<file path="config.mk">
export PLATFORM = sky130hd
export DESIGN_NAME = const_bits_monitor
export DESIGN_NICKNAME = d
export VERILOG_FILES = /design/src/rtl/const_bits_monitor.sv
export SDC_FILE = /design/constraint.sdc
export NUM_CORES = 1
export LEC_CHECK = 0
export CORE_MARGIN = 3
export CORE_UTILIZATION = 35
export CTS_BUF_LIST = sky130_fd_sc_hd__clkbuf_4 sky130_fd_sc_hd__clkbuf_8
export CTS_CLUSTER_DIAMETER = 50
export CTS_CLUSTER_SIZE = 8
export DETAILED_ROUTE_END_ITERATION = 10
export GPL_TIMING_DRIVEN = 0
export SYNTH_ARGS = -nofsm -noshare
export SYNTH_HDL_FRONTEND = slang
export SYNTH_SLANG_ARGS = --single-unit
</file>
<file path="constraint.sdc">
create_clock -name CLK -period 3.7 [get_ports CLK]
set_clock_uncertainty 0.05 [all_clocks]
set_input_delay 0.74 -clock CLK [delete_from_list [all_inputs] [get_ports CLK]]
set_output_delay 0.74 -clock CLK [all_outputs]
set_load 0.01 [all_outputs]
</file>
<file path="src/rtl/const_bits_monitor.sv">
// const_bits_monitor: watches a bus for a constant value, locks after
// LOCK_COUNT consecutive valid matches, and latches a sticky fault when a
// locked bus deviates. Saturating counters track matching/non-matching samples.
module const_bits_monitor #(
    parameter int unsigned       WIDTH      = 2,
    parameter logic [WIDTH-1:0]  VALUE      = 2'h1,
    parameter int unsigned       LOCK_COUNT = 4
) (
    input  logic             CLK,
    input  logic             ASYNCRESET,
    input  logic [WIDTH-1:0] I,
    input  logic             I_valid,
    input  logic             clear,
    output logic             locked,
    output logic             error,
    output logic [1:0]       state,
    output logic [7:0]       match_count,
    output logic [7:0]       mismatch_count
);

    typedef enum logic [1:0] {
        ST_IDLE    = 2'd0,
        ST_ACQUIRE = 2'd1,
        ST_LOCKED  = 2'd2,
        ST_FAULT   = 2'd3
    } state_t;

    localparam logic [4:0] LOCK_TGT = 5'(LOCK_COUNT);

    state_t     state_q, state_d;
    logic [3:0] run_q, run_d;
    logic [7:0] match_q, match_d;
    logic [7:0] mismatch_q, mismatch_d;

    logic       sample_match;
    logic [4:0] run_inc;

    assign sample_match = (I == VALUE);
    assign run_inc      = {1'b0, run_q} + 5'd1;

    // Next-state, run counter and saturating sample counters.
    always_comb begin
        state_d    = state_q;
        run_d      = run_q;
        match_d    = match_q;
        mismatch_d = mismatch_q;
        if (clear) begin
            state_d    = ST_ACQUIRE;
            run_d      = '0;
            match_d    = '0;
            mismatch_d = '0;
        end else if (I_valid) begin
            if (sample_match) begin
                if (match_q != 8'hFF) match_d = match_q + 8'd1;
            end else begin
                if (mismatch_q != 8'hFF) mismatch_d = mismatch_q + 8'd1;
            end
            unique case (state_q)
                // IDLE treats its first sample exactly like an ACQUIRE sample.
                ST_IDLE, ST_ACQUIRE: begin
                    if (sample_match) begin
                        if (run_inc == LOCK_TGT) begin
                            state_d = ST_LOCKED;
                            run_d   = '0;
                        end else begin
                            state_d = ST_ACQUIRE;
                            run_d   = run_inc[3:0];
                        end
                    end else begin
                        state_d = ST_ACQUIRE;
                        run_d   = '0;
                    end
                end
                ST_LOCKED: begin
                    if (!sample_match) state_d = ST_FAULT;
                end
                ST_FAULT: begin
                    state_d = ST_FAULT;
                end
                default: state_d = ST_IDLE;
            endcase
        end
    end

    // State and counter registers with asynchronous reset.
    always_ff @(posedge CLK or posedge ASYNCRESET) begin
        if (ASYNCRESET) begin
            state_q    <= ST_IDLE;
            run_q      <= '0;
            match_q    <= '0;
            mismatch_q <= '0;
        end else begin
            state_q    <= state_d;
            run_q      <= run_d;
            match_q    <= match_d;
            mismatch_q <= mismatch_d;
        end
    end

    assign state          = state_q;
    assign locked         = (state_q == ST_LOCKED);
    assign error          = (state_q == ST_FAULT);
    assign match_count    = match_q;
    assign mismatch_count = mismatch_q;

endmodule

</file>
==> flow_summary.toml <==
[detailed_routing]
avgViaCountPerCell = 5.24
drt_wl_total_mm = 2.64
vias = 1068
drt-pass1-iter-count = 4
drtIter0Drc = 48
drc_errors = 0
wl_per_cell_um = 13.0
drtAntennaViolNets = 0

[timing]
relSlewSlack_pct = 44.0
setup_violations = 0
timing.fmax_mhz = 449
worstMarginPinSlew_ns = 0.840
setup_tns_ns = 0
setup_slack_ns = 1.47
min_period_ns = 2.23
rsz0062_at_grt = "no"
period_share_pct = 60.2
final-max-slew-violation-count = 0
hold_viol_final = 0

[placed_design]
hpwl_mm = 1.96
io_buffers = 24
dpl_worst_slack_ns = 1.28
gp_congestion = 0.810

[power_and_ir_drop]
netSwitchingFraction_pct = 21.9
p_leak_nw = 0.642
p_int_w = 0.000371
ir_drop_mv = 0.142
powerDensity_nw_per_um2 = 306
pwr-share-seq_pct = 52.1
p_comb_share_pct = 8.6
p_clk_share_pct = 39.3
p_switching_w = 0.000104

[synthesis]
synth_fa_ha_area_share_pct = 3.11
synthesis.nets = 141
synth.cell_area_um2 = 1210
syn_inst = 132
synth-xor-area-share_pct = 1.45
synth_cell_types = 38
synth_seq_area_share_pct = 45.6
synth-seq-cells = 22
synthMuxAreaShare_pct = 3.42
syn_avg_cell_area_um2 = 9.14
yosys_warnings = 0
synth-simple-area-share_pct = 26.8
synth_compound_area_share_pct = 16.1
synth_top_family_by_area = "simple AND/OR/NAND/NOR gates"

[floorplan]
die_w_um = 64.7
rows = 20
start_util_pct = 38.0
coreArea_um2 = 3180
dieArea_um2 = 4190
die_h_um = 64.7
io_pins = 26

[clock_network]
htree_levels = 1
cts_tree = "yes"
postCtsHoldBufs = 0
cts_root_buf = "clkbuf_4"
clock_sinks = 22
post-cts-setup-buffers = 0
cts_made_buffers = 3
clockBufferDepth = 2
clkLatencyLatePin_ns = 0.31
cts.repair.resized = 0
clkTransAtPathRegs_ns = 0.13

[setup_path]
critPathBufInv = 2
worstPathMaxFanout = 6
cpMaxStageDelayCell = "clkdlybuf4s50_1"
cpPeakStageDelay_ns = 0.54
worstPathCellList = "inv_1, nor2_1, clkdlybuf4s50_1"
end_kind = "primary output"
path_class = "reg -> out"
crit_required_ns = 2.91
cp-start-kind = "flop"
critPathArrivalTime_ns = 1.44
cp_top_family = "buffers and inverters"

[final_layout]
final_nets = 170
drive_above_1_share_pct = 6.25
final_common_cell = "clkdlybuf4s50_1"
diodes = 0
layout_common_cells = "clkdlybuf4s50_1 (24), dfrtp_1 (22), nor2_1 (21)"
area_delta_synth_final_pct = 28.8

[global_route]
grt_pass1_vias = 1052
grt_usage_pct = 13.8
grt_overflow = 0
grt_max_degree = 23
grt_pass1_wl_mm = 4.61
antenna_found_initial = 0

[job]
drv_cap = 0

[worst_hold_path]
hold_path_class = "reg -> reg"

[status]
status = "finished clean"
logic make-up (layout without fill, tap and decap cells):
| family | Yosys count | after routing |
|---|---|---|
| XOR/XNOR | 2 | 2 |
| buffers and inverters | 9 | 37 |
| multiplexers | 4 | 4 |
| AND/OR/NAND/NOR | 63 | 63 |
| adder cells (fa/ha/maj) | 3 | 3 |
| flip-flops | 22 | 22 |
| AO/OA/AOI/OAI | 29 | 29 |
per-stage QoR:
step	util (%)	cell area, um^2	power, W	hold WS [ns]	std cells
after floorplan	-	1210	0.000275	0.498	132
after global placement	47.2	1500	0.000293	0.491	200
after detailed placement	47.2	1500	0.000294	0.509	200
after CTS	48.9	1550	0.000480	0.535	204
after global routing	48.9	1550	0.000498	0.605	204
final	48.9	1550	0.000475	0.541	204
sequential cells by signal (all words and copies together), names as in the netlist:
signal / cells
mismatch_count: 8
run_q: 4
match_count: 8
state: 2
layer usage:
metal | part of all wire, % | routed length [um] | GRT usage, % | vias up
met2 | 48 | 1260 | 22.3 | 26
met4 | 0.45 | 12 | 4.49 | 0
li1 | - | - | - | 534
met3 | 3.7 | 98 | 2.43 | 2
met5 | 0 | 0 | 0 | -
met1 | 48 | 1270 | 18.6 | 506
worst paths after layout:
kind	startpoint	to	slack [ns]	depth (start not counted)
setup / recovery	state[1]	locked	1.47	3
hold / removal	match_count[5]	match_count[5]	0.54	1
setup reg to reg	mismatch_count[0]	mismatch_count[4]	1.99	5
hold reg to reg	match_count[5]	match_count[5]	0.54	1
max in group asynchronous	ASYNCRESET	state[1]	2.25	2
min in group asynchronous	ASYNCRESET	state[0]	0.83	2
power groups by stage:
stage	Combinational, W	Clock, W	Sequential (W)
2_1_floorplan	0.0000225	0	0.000253
3_3_place_gp	0.0000411	0	0.000252
3_5_place_dp	0.0000416	0	0.000252
4_1_cts	0.0000419	0.000191	0.000248
5_1_grt	0.0000460	0.000203	0.000248
6_report	0.0000408	0.000187	0.000248
cell type report:
class,count,area (um^2)
inverters,5,18.8
multi-input cells,101,613
flip-flops and latches,22,551
well taps,44,55.1
clock buffers,3,22.5
repair buffers,24,240
fillers,313,1620
plain buffers,4,23.8
clock inverters,1,30.0
cell usage after synthesis (all sizes together):
master	instances	area share (%)
a31oi	4	2.1
o31ai	1	0.62
buf	2	1.3
inv	5	1.6
nor2	21	6.5
nand2	7	2.2
a41o	1	0.83
o311ai	1	1.3
o21ai	3	1.2
nor3	7	2.9
nor4	1	0.52
a21boi	1	0.62
ha	3	3.1
nor2b	3	1.6
nand2b	2	1.0
nor3b	2	1.2
nand3b	1	0.62
and2	3	1.6
nand4b	1	0.73
a211oi	2	1.2
nand3	6	2.5
or3	2	1.5
xor2	2	1.5
and3	3	1.6
dfrtp	22	46
and4b	1	0.83
nand4	3	1.6
o21a	1	0.62
mux2	1	0.93
a311oi	2	1.5
a21oi	10	4.1
clkbuf	2	0.62
a22oi	1	0.62
mux2i	3	2.5
o21bai	2	1.2
Power figures use the tool's default switching activity.
